<file path="src/rtl/fifo_pkg.sv">
// fifo_pkg: shared types and helpers for the async FIFO.
//   wr_state_e  - skid buffer occupancy state (EMPTY/ONE/TWO)
//   STALL_CNT_W - width of the write-side stall counter
//   gray2bin    - Gray-to-binary conversion, usable for any pointer width
//                 up to GRAY_MAX_W (zero-extend the input, slice the result)
package fifo_pkg;

  typedef enum logic [1:0] {
    EMPTY = 2'd0,
    ONE   = 2'd1,
    TWO   = 2'd2
  } wr_state_e;

  localparam int STALL_CNT_W = 16;
  localparam int GRAY_MAX_W  = 32;

  // Each binary bit is the XOR of all Gray bits at and above it. Zero
  // upper bits leave the result unchanged, so narrower pointers can share
  // this one function.
  function automatic logic [GRAY_MAX_W-1:0] gray2bin(input logic [GRAY_MAX_W-1:0] g);
    logic [GRAY_MAX_W-1:0] b;
    b = '0;
    b[GRAY_MAX_W-1] = g[GRAY_MAX_W-1];
    for (int i = GRAY_MAX_W-2; i >= 0; i--) begin
      b[i] = b[i+1] ^ g[i];
    end
    return b;
  endfunction

endpackage

</file>
<file path="src/rtl/fifo_skid_buf.sv">
// fifo_skid_buf: 2-entry skid buffer between the producer stream and the
// FIFO write port. Outputs are driven from flops only, so neither w_full
// nor s_valid has a combinational path to s_ready, w_en or w_data.
// Ports:
//   clk, rst_n        - clock, async active-low reset
//   s_valid/s_data    - producer stream in
//   s_ready           - buffer can take a word (low in TWO and until the
//                       first edge after reset release)
//   w_full            - FIFO full from the write-pointer/full stage
//   w_en/w_data       - write request and head-of-buffer data
//   pop               - a word leaves the buffer this cycle
module fifo_skid_buf
  import fifo_pkg::*;
#(
  parameter int DATASIZE = 8
) (
  input  logic                clk,
  input  logic                rst_n,
  input  logic                s_valid,
  input  logic [DATASIZE-1:0] s_data,
  output logic                s_ready,
  input  logic                w_full,
  output logic                w_en,
  output logic [DATASIZE-1:0] w_data,
  output logic                pop
);

  wr_state_e             state_q, state_d;
  logic [DATASIZE-1:0]   head_q, head_d;
  logic [DATASIZE-1:0]   tail_q, tail_d;
  logic                  rst_done_q, rst_done_d;
  logic                  push;

  assign s_ready = rst_done_q && (state_q != TWO);
  assign w_en    = (state_q != EMPTY);
  assign w_data  = head_q;
  assign push    = s_valid && s_ready;
  assign pop     = w_en && !w_full;

  // Holds s_ready low for one edge after reset release.
  assign rst_done_d = 1'b1;

  always_comb begin
    state_d = state_q;
    head_d  = head_q;
    tail_d  = tail_q;
    unique case (state_q)
      EMPTY: begin
        if (push) begin
          head_d  = s_data;
          state_d = ONE;
        end
      end
      ONE: begin
        if (push && pop) begin
          head_d = s_data;
        end else if (push) begin
          tail_d  = s_data;
          state_d = TWO;
        end else if (pop) begin
          state_d = EMPTY;
        end
      end
      TWO: begin
        // No push possible here: s_ready is low.
        if (pop) begin
          head_d  = tail_q;
          state_d = ONE;
        end
      end
      default: state_d = EMPTY;
    endcase
  end

  always_ff @(posedge clk or negedge rst_n) begin
    if (!rst_n) begin
      state_q    <= EMPTY;
      head_q     <= '0;
      tail_q     <= '0;
      rst_done_q <= 1'b0;
    end else begin
      state_q    <= state_d;
      head_q     <= head_d;
      tail_q     <= tail_d;
      rst_done_q <= rst_done_d;
    end
  end

endmodule

</file>
<file path="src/rtl/fifo_wr_frontend.sv">
// fifo_wr_frontend: write-domain front end of the async FIFO.
// Accepts the producer stream into a 2-entry skid buffer, drives the FIFO
// write port, and derives a registered occupancy and almost-full flag from
// its own binary write count and the synchronized Gray read pointer.
// Optional feature macro: FIFO_WR_STATS_EN enables the saturating stall
// counter; otherwise w_stall_cnt is tied to 0.
// Ports:
//   w_clk, w_rst_n  - write clock, async active-low reset
//   s_valid/s_data  - producer stream in; s_ready back to producer
//   w_full          - FIFO full from the write-pointer/full stage
//   wq2_rptr        - Gray read pointer, already synchronized to w_clk
//   w_en/w_data     - write request/data; a write happens on w_en && !w_full
//   w_level         - registered occupancy 0..2^ADDRSIZE
//   w_afull         - registered occupancy >= AFULL_THRESH
//   w_stall_cnt     - cycles with w_en && w_full, saturating
module fifo_wr_frontend
  import fifo_pkg::*;
#(
  parameter int DATASIZE     = 8,
  parameter int ADDRSIZE     = 4,
  parameter int AFULL_THRESH = 12
) (
  input  logic                   w_clk,
  input  logic                   w_rst_n,
  input  logic                   s_valid,
  input  logic [DATASIZE-1:0]    s_data,
  output logic                   s_ready,
  input  logic                   w_full,
  input  logic [ADDRSIZE:0]      wq2_rptr,
  output logic                   w_en,
  output logic [DATASIZE-1:0]    w_data,
  output logic [ADDRSIZE:0]      w_level,
  output logic                   w_afull,
  output logic [STALL_CNT_W-1:0] w_stall_cnt
);

  localparam int PW = ADDRSIZE + 1;

  logic                  pop;
  logic [PW-1:0]         wcount_q, wcount_d;
  logic [PW-1:0]         level_q, level_next;
  logic                  afull_q, afull_d;
  logic [GRAY_MAX_W-1:0] rptr_bin_full;
  logic [PW-1:0]         rptr_bin;

  fifo_skid_buf #(
    .DATASIZE (DATASIZE)
  ) u_skid (
    .clk     (w_clk),
    .rst_n   (w_rst_n),
    .s_valid (s_valid),
    .s_data  (s_data),
    .s_ready (s_ready),
    .w_full  (w_full),
    .w_en    (w_en),
    .w_data  (w_data),
    .pop     (pop)
  );

  // Level uses the registered count, so a pop shows in w_level one edge
  // after it shows in wcount. Subtraction wraps mod 2^PW like the pointers.
  always_comb begin
    rptr_bin_full = gray2bin(GRAY_MAX_W'(wq2_rptr));
    rptr_bin      = rptr_bin_full[PW-1:0];
    wcount_d      = wcount_q + PW'(pop);
    level_next    = wcount_q - rptr_bin;
    afull_d       = (int'(level_next) >= AFULL_THRESH);
  end

  always_ff @(posedge w_clk or negedge w_rst_n) begin
    if (!w_rst_n) begin
      wcount_q <= '0;
      level_q  <= '0;
      afull_q  <= 1'b0;
    end else begin
      wcount_q <= wcount_d;
      level_q  <= level_next;
      afull_q  <= afull_d;
    end
  end

  assign w_level = level_q;
  assign w_afull = afull_q;

`ifdef FIFO_WR_STATS_EN
  logic [STALL_CNT_W-1:0] stall_q, stall_d;

  always_comb begin
    stall_d = stall_q;
    if (w_en && w_full && (stall_q != {STALL_CNT_W{1'b1}})) begin
      stall_d = stall_q + 1'b1;
    end
  end

  always_ff @(posedge w_clk or negedge w_rst_n) begin
    if (!w_rst_n) stall_q <= '0;
    else          stall_q <= stall_d;
  end

  assign w_stall_cnt = stall_q;
`else
  assign w_stall_cnt = '0;
`endif

endmodule
</file>
<file path="config.mk">
export PLATFORM = sky130hd
export DESIGN_NAME = fifo_wr_frontend
export DESIGN_NICKNAME = d
export VERILOG_FILES = /design/src/rtl/fifo_pkg.sv /design/src/rtl/fifo_skid_buf.sv /design/src/rtl/fifo_wr_frontend.sv
export SDC_FILE = /design/constraint.sdc
export NUM_CORES = 1
export LEC_CHECK = 0
export ABC_AREA = 1
export ABC_CLOCK_PERIOD_IN_PS = 3020
export BUFFER_PORTS_ARGS = -buffer_cell sky130_fd_sc_hd__buf_2
export CORE_MARGIN = 2
export CORE_UTILIZATION = 55
export CTS_CLUSTER_DIAMETER = 60
export DETAILED_ROUTE_END_ITERATION = 8
export PLACE_DENSITY = 0.95
export SYNTH_ARGS = -nofsm -noshare
export SYNTH_HDL_FRONTEND = slang
export SYNTH_SLANG_ARGS = --single-unit
</file>
<file path="constraint.sdc">
create_clock -name w_clk -period 3.02 [get_ports w_clk]
set_input_delay 0.604 -clock w_clk [delete_from_list [all_inputs] [get_ports w_clk]]
set_output_delay 0.604 -clock w_clk [all_outputs]
set_load 0.01 [all_outputs]
</file>
==> results.toml <==
[pwr]
vdd.ir_drop.worst_mv = 0.380
power.leakage_nw = 1.01
power_per_cell_area_nw_per_um2 = 948
power.total_mw = 1.74

[cts]
cts_tree = "yes"
post_cts.resized_instances = 0
cts.root.buffer_cell = "clkbuf_4"
tritoncts.num_buffers = 5
cts_hold_buf = 0
cts_clk_pin_slew_worst_paths_ps = 90
buffers_inserted_by_post_cts_timing_repair = 0
insertion_delay_ps = 320
cts-root-to-sink-buffers = 2
htreeDepth = 2
clock_sinks = 30

[logic_synthesis]
ys_seq_elements = 30
synth_area_per_cell_um2 = 9.02
synthFlopType = "dfrtp_1"
synth.cells.most_frequent = "49 x nand2_1, 30 x dfrtp_1, 17 x inv_1, 17 x nand3_1, 16 x buf_4"
post_synth_inst_count = 185
post-synth-top-area-fraction = 0.450
number_of_synthesized_flops_with_an_enable_pin = 0
most_common_cell_in_the_synthesized_netlist = "nand2_1"
post_synth_num_cell_types = 29
fraction_of_the_yosys_area_taken_by_sequential_cells = 0.450
synth.cell_area_um2 = 1670
synth_top_cell_by_area = "dfrtp_1"
proportion_of_synthesized_flip_flops_having_asynchronous_set_or_reset = 1.00
ys.warnings.count = 0
main_area_contributors_after_synthesis = "dfrtp_1 45%, nand2_1 11%, buf_4 7.2%"

[critical_path]
end_kind = "flip-flop"
startpoint_type_of_the_worst_setup_path = "input port"
crit_slowest_cell = "fa_1"
critical_path_class = "input port to flip-flop"
critPathMaxStageDelay_ps = 400
worstPathRequired_ps = 3230
cp_data_arrival_time_ps = 2510
critical_path.cell_chain = "buf_2, inv_2, nand2_1, nand3_1, nand2_1, nand2_1, nand2_1, nand2_1, nand2_1, ha_1, inv_1, fa_1, nand3_1, nand2_1, or2_2, nand2_1, nand2_1"
worst-path-max-fanout = 4
crit_path_frequent_cell = "nand2_1"
r2r_setup_slack_ps = 1290

[global_routing]
grt_start_max_net_pins = 31
groute.usage.overall = 0.189
number_of_global_route_vias_before_repair = 1213
globalRouteOverflowTotal = 0
first_pass_grt_wire_length_um = 4840
number_of_antenna_violations_at_the_first_check_in_global_routing = 0

[routing]
drt-pass1-iter-count = 4
drt_iter0_drc = 29
drtAntennaViolNets = 0
drc = 0
route.vias.total = 1236
routed_wire_length_per_instance_um = 10.7
routed_wirelength_um = 2710
detail_route.vias_per_cell = 4.90

[layout]
area.growth.synth_to_final_pct = 10.1
layout-drive-gt1-share = 0.281
insertedDiodeCount = 0
post-route-util = 0.649
area_of_all_placed_cells_without_fillers_um2 = 1840
instances_no_fill = 252
design.final.nets = 244
final.fill_count = 232

[sta]
clock.fmax_mhz = 436
setup-tns-final_ps = 0
min_period_ps = 2290
timing_max_transition_violations_final = 0
min_period_over_period = 0.759
skew_ps = 9.19
worst-slew-pin-transition_ps = 643
unrepaired_setup_endpoints_after_global_routing = "false"
timing.final.ws_setup_ps = 727
report.final.setup_viol = 0
max-slew-margin-rel = 0.571
final-hold-violation-count = 0
fin_hold_ws_ps = 298

[die]
io-pin-count = 49
core.rowCount = 19
start_util = 0.590
floorplan.die_area_um2 = 3490
dieHeight_um = 59.1
die-width_um = 59.1
core_region_area_um2 = 2830

[placed_design]
half_perimeter_wire_length_after_placement_um = 2150
placedInstanceArea_um2 = 1760
dpl_worst_slack_ps = 364
numPlacedInstances = 244
numPortBuffers = 32
gp_congestion = 0.820

[hold_path]
worstHoldPathType = "input port to async pin"

[run]
cap_viol_max_count = 0

[outcome]
status = "finished clean"
worst paths after layout:
path                                              start                            to  depth (start not counted)
min                                             w_rst_n  u_skid.w_data[7]$_DFFE_PN0P_                          1
max                                         wq2_rptr[4]             w_afull$_DFF_PN0_                         17
max in group asynchronous                       w_rst_n  u_skid.tail_q[7]$_DFFE_PN0P_                          1
min in group w_clk         u_skid.w_data[3]$_DFFE_PN0P_  u_skid.w_data[3]$_DFFE_PN0P_                          2
min reg2reg                u_skid.w_data[3]$_DFFE_PN0P_  u_skid.w_data[3]$_DFFE_PN0P_                          2
max reg2reg                       wcount_q[0]$_DFF_PN0_             w_afull$_DFF_PN0_                          9
routing by layer:
metal  wire length [µm]  GRT usage
met1               1020      0.191
met4                 59     0.0974
met2               1450      0.335
met3                177     0.0742
met5                  0          0
sequential cells by signal, summed over array words and instances, names as in the netlist:
| signal | flops |
|---|---|
| wcount_q | 5 |
| w_level | 5 |
| u_skid.tail_q | 8 |
| u_skid.state_q | 2 |
| w_afull | 1 |
| u_skid.w_data | 8 |
| u_skid.rst_done_q | 1 |
final cells by class:
type | instances | area (µm²) | share of cell area
Sequential cell | 30 | 751 | 0.409
Multi-Input combinational cell | 130 | 728 | 0.397
Timing Repair Buffer | 32 | 160 | 0.0873
Clock buffer | 8 | 78.8 | 0.0429
Inverter | 21 | 78.8 | 0.0429
Tap cell | 31 | 38.8 | 0.0211
cell usage in the layout, fill, tap and decap left out:
| cell | n |
|---|---|
| nor2_4 | 1 |
| o21ai_2 | 8 |
| conb_1 | 17 |
| buf_2 | 32 |
| a21oi_2 | 1 |
| inv_2 | 4 |
| o21ai_1 | 7 |
| fa_1 | 1 |
| nand2_2 | 4 |
| nand3_1 | 17 |
| nand4_1 | 2 |
| a21oi_1 | 3 |
| o21ai_0 | 1 |
| xnor2_1 | 3 |
| or2_2 | 1 |
| ha_1 | 6 |
| nor2_1 | 1 |
| nand4_4 | 1 |
| nand2_4 | 2 |
| clkbuf_4 | 5 |
| and2_1 | 1 |
| xor2_1 | 2 |
| nand2_1 | 49 |
| nand3b_1 | 1 |
| clkbuf_8 | 3 |
| dfrtp_1 | 30 |
| or2_1 | 1 |
| inv_1 | 17 |
worst max-delay path: cells and delay by family:
kind,cells,cell delay [ps]
and+or+nand+nor,12,1170
adders and majority gates,2,530
buffers and inverters,3,220
kinds of logic after synthesis:
group | after synthesis | synth area share
AO/OA/AOI/OAI | 20 | 0.0803
XOR/XNOR | 5 | 0.0263
buffers and inverters | 40 | 0.147
AND/OR/NAND/NOR | 81 | 0.235
flip-flops | 30 | 0.450
adder cells (fa/ha/maj) | 7 | 0.0570
other | 2 | 0.00450
power by group:
group | total, mW | internal (mW) | switching [mW]
clock | 0.288 | 0.159 | 0.129
combinational | 0.758 | 0.304 | 0.454
sequential | 0.694 | 0.596 | 0.0981
Power figures use the tool's default switching activity.
